==> src/rtl/shift_pkg.sv <==
// rtl/shift_pkg.sv - shared mode codes, FSM encoding and step helper for iter_shifter
package shift_pkg;

    localparam logic [1:0] SHIFT_SLL  = 2'b00;
    localparam logic [1:0] SHIFT_SRL  = 2'b01;
    localparam logic [1:0] SHIFT_SRA  = 2'b10;
    localparam logic [1:0] SHIFT_ROTR = 2'b11;

    typedef enum logic [1:0] {
        ST_IDLE  = 2'b00,
        ST_SHIFT = 2'b01,
        ST_DONE  = 2'b10
    } state_t;

    // Positions to shift this cycle: never more than the per-cycle limit
    function automatic int unsigned step_amt(input int unsigned step, input int unsigned rem);
        return (rem < step) ? rem : step;
    endfunction

endpackage

==> src/rtl/shift_step.sv <==
// rtl/shift_step.sv - one combinational shift of 0..STEP positions (rotate path under SHIFT_ROTATE_EN)
module shift_step
    import shift_pkg::*;
#(
    parameter int unsigned WIDTH = 32,
    parameter int unsigned AMT_W = 3
) (
    input  logic [WIDTH-1:0] din,
    input  logic [AMT_W-1:0] amt,
    input  logic [1:0]       mode,
    input  logic             sign,
    output logic [WIDTH-1:0] dout
);

`ifdef SHIFT_ROTATE_EN
    logic [2*WIDTH-1:0] dbl;
`endif

    // Select the shifted value; SRA fill comes from the sign latched at capture
    always_comb begin
        dout = din << amt;
`ifdef SHIFT_ROTATE_EN
        dbl  = {din, din} >> amt;
`endif
        case (mode)
            SHIFT_SRL: dout = din >> amt;
            SHIFT_SRA: dout = (din >> amt) | (sign ? ~({WIDTH{1'b1}} >> amt) : '0);
`ifdef SHIFT_ROTATE_EN
            SHIFT_ROTR: dout = dbl[WIDTH-1:0];
`endif
            default:   dout = din << amt;
        endcase
    end

endmodule

==> src/rtl/iter_shifter.sv <==
// rtl/iter_shifter.sv - multi-cycle SLL/SRL/SRA shifter, rotate-right when SHIFT_ROTATE_EN is defined
module iter_shifter
    import shift_pkg::*;
#(
    parameter int unsigned WIDTH   = 32,
    parameter int unsigned STEP    = 4,
    parameter int unsigned SHAMT_W = $clog2(WIDTH)
) (
    input  logic               clk,
    input  logic               reset,
    input  logic               start,
    input  logic [1:0]         mode,
    input  logic [WIDTH-1:0]   data_in,
    input  logic [SHAMT_W-1:0] shamt,
    output logic               busy,
    output logic               done,
    output logic [WIDTH-1:0]   data_out
);

    localparam int unsigned AMT_W = $clog2(STEP) + 1;

    state_t             state;
    state_t             state_nx;
    logic [WIDTH-1:0]   work;
    logic [WIDTH-1:0]   step_out;
    logic [SHAMT_W-1:0] rem;
    logic [SHAMT_W-1:0] rem_nx;
    logic [1:0]         mode_q;
    logic [1:0]         mode_dec;
    logic               sign_q;
    logic [AMT_W-1:0]   k;
    logic               accept;
    logic               last;

    // A new request is only taken when no shift is running (IDLE or DONE)
    assign accept = start && (state != ST_SHIFT);
    assign k      = AMT_W'(step_amt(STEP, 32'(rem)));
    assign rem_nx = rem - SHAMT_W'(k);
    assign last   = (rem_nx == '0);

`ifdef SHIFT_ROTATE_EN
    assign mode_dec = mode;
`else
    assign mode_dec = (mode == SHIFT_ROTR) ? SHIFT_SLL : mode;
`endif

    shift_step #(
        .WIDTH (WIDTH),
        .AMT_W (AMT_W)
    ) u_step (
        .din  (work),
        .amt  (k),
        .mode (mode_q),
        .sign (sign_q),
        .dout (step_out)
    );

    // State register
    always_ff @(posedge clk or posedge reset) begin
        if (reset) state <= ST_IDLE;
        else       state <= state_nx;
    end

    // Next-state logic; DONE accepts a start exactly like IDLE
    always_comb begin
        state_nx = state;
        case (state)
            ST_IDLE, ST_DONE: begin
                if (start) state_nx = (shamt == '0) ? ST_DONE : ST_SHIFT;
                else       state_nx = ST_IDLE;
            end
            ST_SHIFT: state_nx = last ? ST_DONE : ST_SHIFT;
            default:  state_nx = ST_IDLE;
        endcase
    end

    // Handshake outputs decoded from state
    always_comb begin
        busy = (state == ST_SHIFT);
        done = (state == ST_DONE);
    end

    // Work register, remaining count and result; data_out only sees final values
    always_ff @(posedge clk or posedge reset) begin
        if (reset) begin
            work     <= '0;
            rem      <= '0;
            mode_q   <= SHIFT_SLL;
            sign_q   <= 1'b0;
            data_out <= '0;
        end else if (accept) begin
            work   <= data_in;
            rem    <= shamt;
            mode_q <= mode_dec;
            sign_q <= data_in[WIDTH-1];
            if (shamt == '0) data_out <= data_in;
        end else if (state == ST_SHIFT) begin
            work <= step_out;
            rem  <= rem_nx;
            if (last) data_out <= step_out;
        end
    end

endmodule

==> config.mk <==
export PLATFORM = sky130hd
export DESIGN_NAME = iter_shifter
export DESIGN_NICKNAME = d
export VERILOG_FILES = /design/src/rtl/shift_pkg.sv /design/src/rtl/shift_step.sv /design/src/rtl/iter_shifter.sv
export SDC_FILE = /design/constraint.sdc
export NUM_CORES = 1
export LEC_CHECK = 0
export CAP_MARGIN = 20
export CORE_MARGIN = 4
export CORE_UTILIZATION = 30
export CTS_BUF_LIST = sky130_fd_sc_hd__clkbuf_8
export CTS_CLUSTER_SIZE = 25
export DETAILED_ROUTE_END_ITERATION = 6
export DONT_BUFFER_PORTS = 1
export HOLD_SLACK_MARGIN = 0.03
export RECOVER_POWER = 100
export SYNTH_ARGS = -nofsm -noshare
export SYNTH_HDL_FRONTEND = slang
export SYNTH_HIERARCHICAL = 1
export SYNTH_SLANG_ARGS = --single-unit
export TNS_END_PERCENT = 30
==> constraint.sdc <==
create_clock -name clk -period 2.7 [get_ports clk]
set_input_delay 0.405 -clock clk [delete_from_list [all_inputs] [get_ports clk]]
set_output_delay 0.405 -clock clk [all_outputs]
set_load 0.01 [all_outputs]
==> results.yml, run 1 <==
place:
  gp_routability_congestion: 0.831
  post-place-ws_ns: 0.122
  portBuffers: 0
  hpwl_um: 13100
  dpl_cell_area_um2: 6390
run:
  cap_violations: 1
sta:
  fin_crit_sh_pct: 94.8
  worst_pin_slew_ns: 1.77
  setup_viol: 0
  clock_skew_ns: 0.0237
  hold_viol_final: 0
  worst_slack_ns: 0.140
  fin_crit_ns: 2.56
  fmax_mhz: 391
  slew_headroom_pct: -18.1
  slew_viol_final: 75
routing:
  wl_um: 18600
  wl_per_cell_um: 22.0
  drc: 0
  vias: 4954
  dr.pass1.iters: 5
  vias_per_cell: 5.88
  ant_nets: 0
  initialDrtViolationCount: 478
setup_path:
  slowest_stage: "mux4_2"
  critPathMaxFanout: 20
  cp_cell_sequence: "nor3_4, and2_4, buf_12, mux4_2, mux2i_1, o32ai_1, o22a_1, o21a_1"
  cpPeakStageDelay_ns: 0.57
  cp.arrival_ns: 2.83
  critPathKind: "register to register"
  cp_data_required_time_ns: 2.97
  start_kind: "register"
  endpoint_kind: "register"
  cp_top_family: "multiplexers"
  critical_path_buf_inv_count: 1
yosys:
  netlist_instances: 585
  synth_area_per_cell_um2: 10.5
  async_flop_share_pct: 100
  mappedNetlistNets: 630
  synth_edf_count: 0
  synthFlopType: "dfrtp_1"
  synth_cell_type_count: 59
  yosys_warnings: 6
  ys_seq_area_share_pct: 30.2
  syn_area_um2: 6120
  yosys_register_bits: 74
cells_and_area:
  syn_to_final_growth_pct: 7.91
  nNetsFinal: 618
  diodes: 0
  layout_common_cells: "mux2i_1, nor2_1, dfrtp_1, mux4_2, a21oi_1"
  drive_above_1_share_pct: 19.6
  design_area_um2: 6610
  layout_commonest_cell: "mux2i_1"
run_status:
  outcome: "finished, violations left"
  violations: "capacitance limit, slew limit"
cts:
  clk_latency_ns: 0.39
  clock-sinks: 74
  post_cts_buffers: 0
  cts-root-buf: "clkbuf_8"
  clock_path_buffers: 2
  htreeDepth: 3
  cts_inserted_buffers: 9
  path_clk_slew_ns: 0.09
  cts_tree: "done"
grt:
  grt_pass1_vias: 4903
  grt-ovfl-total: 0
  antenna_found_initial: 0
  track_usage_pct: 16.6
  grt_pass1_wl_um: 29400
  grt_max_degree: 75
die:
  die_w_um: 151
  die_h_um: 151
  placementRows: 51
  start_util_pct: 31.0
  dieArea_um2: 22800
  io_pins: 76
  core_area_um2: 19800
pwr:
  vdd_drop_max_mv: 0.599
  powerDensity_nw_per_um2: 1480
  leakage_nw: 2.39
min_path:
  hp-class: "input pin to register"
[sequential cells by signal, indices dropped and copies added, names as in the netlist]
signal,cells
rem,5
work,32
mode_q,2
data_out,32
sign_q,1
state,2
[final timing paths]
path                                start      endpoint  slack [ns]  depth (start not counted)
worst max register to register     rem[3]  data_out[11]        0.14                          8
worst min-delay path             shamt[0]      state[1]        0.11                          1
max in group asynchronous           reset        rem[3]        0.47                          3
worst max-delay path               rem[3]  data_out[11]        0.14                          8
worst min register to register  mode_q[0]     mode_q[0]        0.53                          2
min in group asynchronous           reset        rem[0]        1.09                          3
[cells by family (layout without fill, tap and decap cells)]
kind of cell / count (synthesis) / count (layout) / share of synthesized area (%)
xor gates and xnor gates: 2 / 2 / 0.286
other: 1 / 1 / 0.0612
adders and majority gates: 3 / 3 / 0.613
AOI/OAI and AO/OA: 173 / 173 / 20.1
buffers and inverters: 65 / 58 / 7.27
and+or+nand+nor: 133 / 133 / 9.97
DFF: 74 / 74 / 30.2
muxes: 134 / 134 / 31.4
[final cells by class]
| cell class | count | area (um^2) |
|---|---|---|
| Clock buffer | 10 | 138 |
| Timing Repair Buffer | 34 | 365 |
| Tap cell | 265 | 332 |
| Clock inverter | 6 | 50.0 |
| Inverter | 8 | 30.0 |
| Sequential cell | 74 | 1850 |
| Multi-Input combinational cell | 446 | 3840 |
| Fill cell | 2027 | 13200 |
[worst reg2reg max path: stages (launching register included)]
cell and delay, ns:
dfrtp_2 0.49, nor3_4 0.23, and2_4 0.27, buf_12 0.21
mux4_2 0.58, mux2i_1 0.15, o32ai_1 0.17, o22a_1 0.25
o21a_1 0.09
[power breakdown]
group,total [mW],internal (mW),switching [mW]
Sequential,2.72,1.72,0.998
Combinational,6.18,2.84,3.34
Clock,0.862,0.367,0.496
Total,9.76,4.92,4.83
[synth_stat cells (4+ instances only)]
master      n  area (um^2)
a21oi_1    40          200
a22oi_1     4         30.0
buf_1       6         22.5
buf_2      17         85.1
buf_4       6         45.0
buf_6      12          135
clkbuf_1   10         37.5
dfrtp_1    74         1850
inv_1       5         18.8
mux2_2      4         45.0
mux2i_1    82          821
mux4_2     42          946
nand2_1    23         86.3
nand2b_1    7         43.8
nand3_1     4         20.0
nor2_1     78          293
nor3_1      4         20.0
o21a_1     32          240
o21ai_0    14         70.1
o21ai_1     9         45.0
o22a_1     32          280
o2bb2ai_1   5         43.8
o32ai_1    18          158
[layer usage]
metal	GRT usage [%]	up-vias	wire [um]
met5	0	-	0
met4	6.84	0	498
met3	3.74	28	1170
met2	26.9	147	9090
met1	21.5	2546	7800
li1	-	2233	-
[stage by stage]
step | cells | utilization, % | setup TNS (ns) | total power [mW] | hold WS (ns)
final | 843 | 33.4 | 0 | 9.76 | 0.107
after global routing | 843 | 33.4 | -0.00672 | 10.5 | 0.0947
after CTS | 842 | 33.3 | 0 | 9.72 | 0.0857
after detailed placement | 825 | 32.3 | 0 | 8.81 | 0.424
after global placement | 825 | 32.3 | 0 | 8.71 | 0.414
after floorplan | 585 | - | 0 | 7.15 | 0.475
[timing repair]
| action | CTS | global route |
|---|---|---|
| endpoints found under the setup margin | 0 | 32 |
| hold buffers | 1 | 0 |
| hold endpoints to repair | 74 | 0 |
| resized for setup | 0 | 6 |
No activity file was read; power rests on OpenSTA's default activity.
==> run 2, diff against run 1 <==
--- a/config.mk
+++ b/config.mk
@@ -16,6 +16,5 @@
 export RECOVER_POWER = 100
 export SYNTH_ARGS = -nofsm -noshare
 export SYNTH_HDL_FRONTEND = slang
-export SYNTH_HIERARCHICAL = 1
 export SYNTH_SLANG_ARGS = --single-unit
 export TNS_END_PERCENT = 30
==> results.yml, run 2 <==
min_path:
  hold_path_depth: 1
  min_to: "state[1]"
  hp-class: "input pin to register"
  min_from: "shamt[0]"
sta:
  hold_viol_final: 0
  setup_viol: 0
  rsz0062_at_grt: "false"
  slew_headroom_pct: -15.5
  fin_crit_sh_pct: 95.7
  worst_pin_slew_ns: 1.72
  worst_slack_ns: 0.117
  fmax_mhz: 387
  fin_crit_ns: 2.58
  clock_skew_ns: 0.0175
  slew_viol_final: 38
  timing.setup.tns_ns: 0
die:
  start_util_pct: 30.5
  die_h_um: 146
  dieArea_um2: 21400
  die_w_um: 146
  io_pins: 76
  placementRows: 50
  core_area_um2: 18800
run_status:
  outcome: "finished, violations left"
  violations: "capacitance limit, slew limit"
yosys:
  ys_seq_area_share_pct: 32.3
  yosysMostFrequentCell: "dfrtp_1"
  synth_cell_type_count: 63
  mappedNetlistNets: 743
  yosys-top-cells-count: "dfrtp_1, nand2_1, clkbuf_1, mux2i_1, o21ai_0"
  yosys_register_bits: 74
  synth_area_per_cell_um2: 8.20
  synth_top_area_share_pct: 32.3
  yosys.area.top_type: "dfrtp_1"
  yosys_warnings: 0
  syn_area_um2: 5730
  netlist_instances: 698
  synthTopCellsByArea: "dfrtp_1, mux2i_1, nand2_1"
  synthFlopType: "dfrtp_1"
  synth_edf_count: 0
  async_flop_share_pct: 100
pwr:
  leakage_nw: 2.61
  fin_total_pwr_mw: 8.73
  vdd_drop_max_mv: 0.416
  powerDensity_nw_per_um2: 1350
cells_and_area:
  design_area_um2: 6440
  syn_to_final_growth_pct: 12.6
  top_regs: "data_out: 32 flops, work: 32 flops, rem: 5 flops"
  final_core_util_pct: 34.3
  layout_common_cells: "dfrtp_1, nand2_1, mux2i_1, o21ai_0, buf_4"
  drive_above_1_share_pct: 14.6
  nNetsFinal: 741
  layout_commonest_cell: "dfrtp_1"
cts:
  cts_tree: "done"
  clock_path_buffers: 2
  path_clk_slew_ns: 0.09
  clock-sinks: 74
  cts-root-buf: "clkbuf_8"
  htreeDepth: 3
  post_cts_buffers: 0
  clk_latency_ns: 0.39
  cts_inserted_buffers: 9
place:
  portBuffers: 0
  gp_routability_congestion: 0.931
  hpwl_um: 14800
  dpl_cell_area_um2: 6280
  post-place-ws_ns: 0.0794
routing:
  wl_per_cell_um: 22.4
  vias_per_cell: 6.24
  ant_nets: 0
  wl_um: 21000
  initialDrtViolationCount: 747
  vias: 5840
  dr.pass1.iters: 5
  drc: 0
setup_path:
  endpoint_kind: "register"
  crit-reg2reg-launch: "rem[2]"
  cp.arrival_ns: 2.86
  slowest_stage: "or4b_1"
  cp_cell_sequence: "clkbuf_2, or4b_1, buf_4, a211oi_1, a211oi_1, nor4_1, buf_4, o31ai_1"
  ff2ff_path_depth: 8
  start_kind: "register"
  critPathMaxFanout: 13
  cp_data_required_time_ns: 2.98
  reg2reg_slack_ns: 0.12
  cpPeakStageDelay_ns: 0.63
  critPathKind: "register to register"
  timing.rr.end: "data_out[7]"
grt:
  antenna_found_initial: 1
  track_usage_pct: 19.5
  grtUsageMet1_pct: 26.9
  grt_util_met2_pct: 30.1
  grt_pass1_wl_um: 33700
  grt-ovfl-total: 0
  top_usage_layer: "met2"
  grt_max_degree: 39
  grt.met3_usage_pct: 4.75
  grt_pass1_vias: 5690
run:
  cap_violations: 1
[run 2: cell families (layout without fill, tap and decap cells)]
family	after synthesis	count (layout)	synth area share [%]
simple gates	219	219	18.2
other cells	1	2	0.0655
buf+inv	87	90	6.32
mux	66	66	12.7
flops	74	74	32.3
compound gates	248	248	29.8
fa+ha+maj	3	3	0.656
[run 2: repair_timing]
item	CTS	global route
gates resized for setup	0	4
hold buffers	1	0
endpoints found under the hold margin	36	0
setup endpoints to repair	0	4
[run 2: power by group]
part,internal (mW),switching (mW)
clock network,0.356,0.484
logic,2.23,3.23
registers,1.60,0.830
total,4.18,4.54
[run 2: per-stage QoR]
step / hold slack [ns] / cells
6_report: 0.114 / 936
5_1_grt: 0.0980 / 936
4_1_cts: 0.0995 / 935
3_5_place_dp: 0.422 / 918
3_3_place_gp: 0.408 / 918
2_1_floorplan: 0.446 / 698
[run 2: how the worst max path moves through the flow]
stage / startpoint / to / slack (ns) / depth (start not counted)
global placement: rem[2] / data_out[22] / 0.09 / 7
finish: rem[2] / data_out[7] / 0.12 / 8
CTS: rem[2] / work[22] / 0.07 / 7
detailed placement: rem[2] / work[22] / 0.08 / 7
global route: rem[2] / work[22] / 0.009 / 7
floorplan: rem[1] / data_out[28] / 0.01 / 11
[run 2: per-layer routing]
metal | part of all wire (%) | up-vias
met1 | 43 | 2824
met2 | 46 | 307
met5 | 0 | -
met4 | 2.2 | 0
li1 | - | 2664
met3 | 8.4 | 45
[run 2: area by class of cell]
type	count	area, um^2
antenna	1	2.50
clock buffer	10	138
clock inverter	6	42.5
fill	1989	12300
inverter	8	31.3
multi-input combinational	537	3550
sequential	74	1850
tap	234	293
timing repair buffer	66	532
[run 2: critical path: cells and delay by family (launching register included)]
| kind | cells | cell delay (ns) |
|---|---|---|
| buf+inv | 3 | 0.63 |
| simple gates | 2 | 1.02 |
| flops | 1 | 0.39 |
| compound gates | 3 | 0.43 |
==> run 3, diff against run 2 <==
--- a/config.mk
+++ b/config.mk
@@ -5,6 +5,7 @@
 export SDC_FILE = /design/constraint.sdc
 export NUM_CORES = 1
 export LEC_CHECK = 0
+export ABC_AREA = 1
 export CAP_MARGIN = 20
 export CORE_MARGIN = 4
 export CORE_UTILIZATION = 30
==> results.yml, run 3 <==
run_status:
  outcome: "finished clean"
sta:
  slew_viol_final: 0
  fin_crit_sh_pct: 90.2
  fmax_mhz: 411
  rsz0062_at_grt: "false"
  timing.setup.tns_ns: 0
  slew_headroom_pct: 14.7
  hold_viol_final: 0
  worst_pin_slew_ns: 1.27
  setup_viol: 0
  fin_crit_ns: 2.43
  clock_skew_ns: 0.0152
yosys:
  mappedNetlistNets: 1040
  synth_cell_type_count: 32
  yosys-top-cells-count: "nand2_1, nand3_1, dfrtp_1, nor2_1, nand4_1"
  netlist_instances: 995
  syn_area_um2: 6140
  synthTopCellsByArea: "dfrtp_1, nand3_1, nand2_1"
  yosys_warnings: 0
  ys_seq_area_share_pct: 30.2
  async_flop_share_pct: 100
  yosys.area.top_type: "dfrtp_1"
  synth_area_per_cell_um2: 6.17
  synth_top_area_share_pct: 30.2
  yosys_register_bits: 74
  synthFlopType: "dfrtp_1"
  synth_edf_count: 0
  yosysMostFrequentCell: "nand2_1"
setup_path:
  critPathKind: "register to register"
  timing.rr.end: "data_out[25]"
  reg2reg_slack_ns: 0.27
  endpoint_kind: "register"
  cp_data_required_time_ns: 3.01
  start_kind: "register"
  startpoint: "rem[3]"
  crit-reg2reg-launch: "rem[3]"
  cp.arrival_ns: 2.75
  crit_end: "data_out[25]"
  ff2ff_path_depth: 12
  critPathMaxFanout: 20
grt:
  grt_pass1_wl_um: 35300
  track_usage_pct: 19.1
  grt_max_degree: 57
  grt-ovfl-total: 0
  grt_pass1_vias: 6616
  antenna_found_initial: 0
die:
  placementRows: 52
  die_w_um: 151
  start_util_pct: 30.4
  io_pins: 76
  die_h_um: 151
  dieArea_um2: 22800
  core_area_um2: 20200
routing:
  initialDrtViolationCount: 803
  vias: 6934
  wl_per_cell_um: 17.3
  vias_per_cell: 5.61
  ant_nets: 0
  dr.pass1.iters: 6
  wl_um: 21400
  drc: 0
cts:
  clk_latency_ns: 0.39
  cts_inserted_buffers: 9
  cts-root-buf: "clkbuf_8"
  htreeDepth: 3
  cts_tree: "done"
  clock_path_buffers: 2
  clock-sinks: 74
  path_clk_slew_ns: 0.10
  post_cts_buffers: 0
  cts.repair.resized: 0
min_path:
  hp-class: "input pin to register"
cells_and_area:
  syn_to_final_growth_pct: 6.52
  top_regs: "data_out: 32 flops, work: 32 flops, rem: 5 flops"
  drive_above_1_share_pct: 8.18
  nNetsFinal: 1006
  fillers: 2324
  final_core_util_pct: 32.4
  layout_commonest_cell: "nand2_1"
  layout_common_cells: "nand2_1, nand3_1, dfrtp_1, nor2_1, nand4_1"
  diodes: 0
pwr:
  seqPwrFrac_pct: 23.1
  switching_share_pct: 58.6
  powerDensity_nw_per_um2: 1420
  clkPwrFrac_pct: 9.3
  netSwitchingPower_mw: 5.45
  vdd_drop_max_mv: 0.544
  pwr-share-comb_pct: 67.6
  intPower_mw: 3.85
  leakage_nw: 3.30
run:
  cap_violations: 0
place:
  hpwl_um: 14800
  gp_routability_congestion: 0.959
  portBuffers: 0
run 3: changes by cell type in the layout (fill, tap and decap cells not counted), moves of 16 or more:
cell | previous run | this run
a211oi_1 | 28 | 0
a21oi_1 | 42 | 12
a221oi_1 | 16 | 0
buf_4 | 51 | 14
inv_1 | 5 | 49
mux2i_1 | 59 | 0
nand2_1 | 69 | 307
nand3_1 | 47 | 306
nand4_1 | 0 | 55
o21ai_0 | 51 | 6
o22ai_1 | 18 | 2
o31ai_1 | 31 | 2
or2_2 | 0 | 27
run 3: power groups by stage:
| stage | Combinational, mW | Clock (mW) | Sequential, mW |
|---|---|---|---|
| final | 6.29 | 0.862 | 2.15 |
| after global routing | 7.06 | 0.932 | 2.22 |
| after CTS | 6.25 | 0.892 | 2.15 |
| after detailed placement | 6.23 | 0 | 2.16 |
| after global placement | 6.22 | 0 | 2.17 |
| after floorplan | 4.72 | 0 | 2.01 |
run 3: kinds of logic (layout without fill, tap and decap cells):
group | after synthesis | after routing | share of synthesized area, %
other | 1 | 1 | 0.0611
DFF | 74 | 74 | 30.2
AOI/OAI and AO/OA | 28 | 28 | 2.59
and+or+nand+nor | 767 | 767 | 57.6
buffers and inverters | 122 | 93 | 8.97
adders and majority gates | 3 | 3 | 0.611
run 3: how the worst min path moves through the flow:
| stage | from | slack (ns) | depth (start not counted) | endpoint |
|---|---|---|---|---|
| 4_1_cts | mode[1] | 0.11 | 1 | mode_q[0] |
| 6_report | mode[1] | 0.12 | 1 | mode_q[0] |
| 3_5_place_dp | reset | 0.35 | 1 | data_out[4] |
| 2_1_floorplan | sign_q | 0.44 | 2 | sign_q |
| 5_1_grt | mode[1] | 0.11 | 1 | mode_q[0] |
| 3_3_place_gp | reset | 0.34 | 1 | data_out[31] |
run 3: worst max-delay path: stages, from the launching register on:
cell and delay [ns]:
dfrtp_1 0.43, nor2_4 0.20, nand2_4 0.10, nand2_1 0.13
ha_1 0.26, a21oi_1 0.14, nand2_1 0.09, nor2_1 0.11
nand4_1 0.21, nand2_2 0.14, buf_4 0.26, nand3_1 0.19
nand2_1 0.10
run 3: layer usage:
layer	share of wire (%)	track usage, %	up-vias
met1	43	26.3	3246
met4	2.8	7.98	0
li1	-	-	3292
met5	0	0	-
met2	47	30.0	345
met3	7.2	2.87	51
run 3: stage by stage:
stage	instances	setup slack [ns]	area [um^2]	power [mW]	hold slack, ns
final	1236	0.266	6540	9.31	0.121
after CTS	1236	0.312	6580	9.28	0.108
after floorplan	995	0.413	6140	6.73	0.442
after detailed placement	1219	0.341	6380	8.39	0.346
after global placement	1219	0.333	6380	8.39	0.337
after global routing	1236	0.0673	6540	10.2	0.110
run 3: final cells by class:
| class | count | area [um^2] | area share [%] |
|---|---|---|---|
| clock buffers | 9 | 124 | 1.89 |
| clock inverters | 7 | 61.3 | 0.937 |
| inverters | 53 | 200 | 3.06 |
| multi-input cells | 799 | 3740 | 57.2 |
| flip-flops and latches | 74 | 1850 | 28.3 |
| well taps | 270 | 338 | 5.17 |
| repair buffers | 24 | 224 | 3.42 |
run 3: timing repair:
action / 4_1_cts / 5_1_grt
hold endpoints to repair: 27 / 0
hold buffers: 1 / 0
setup endpoints to repair: 0 / 0
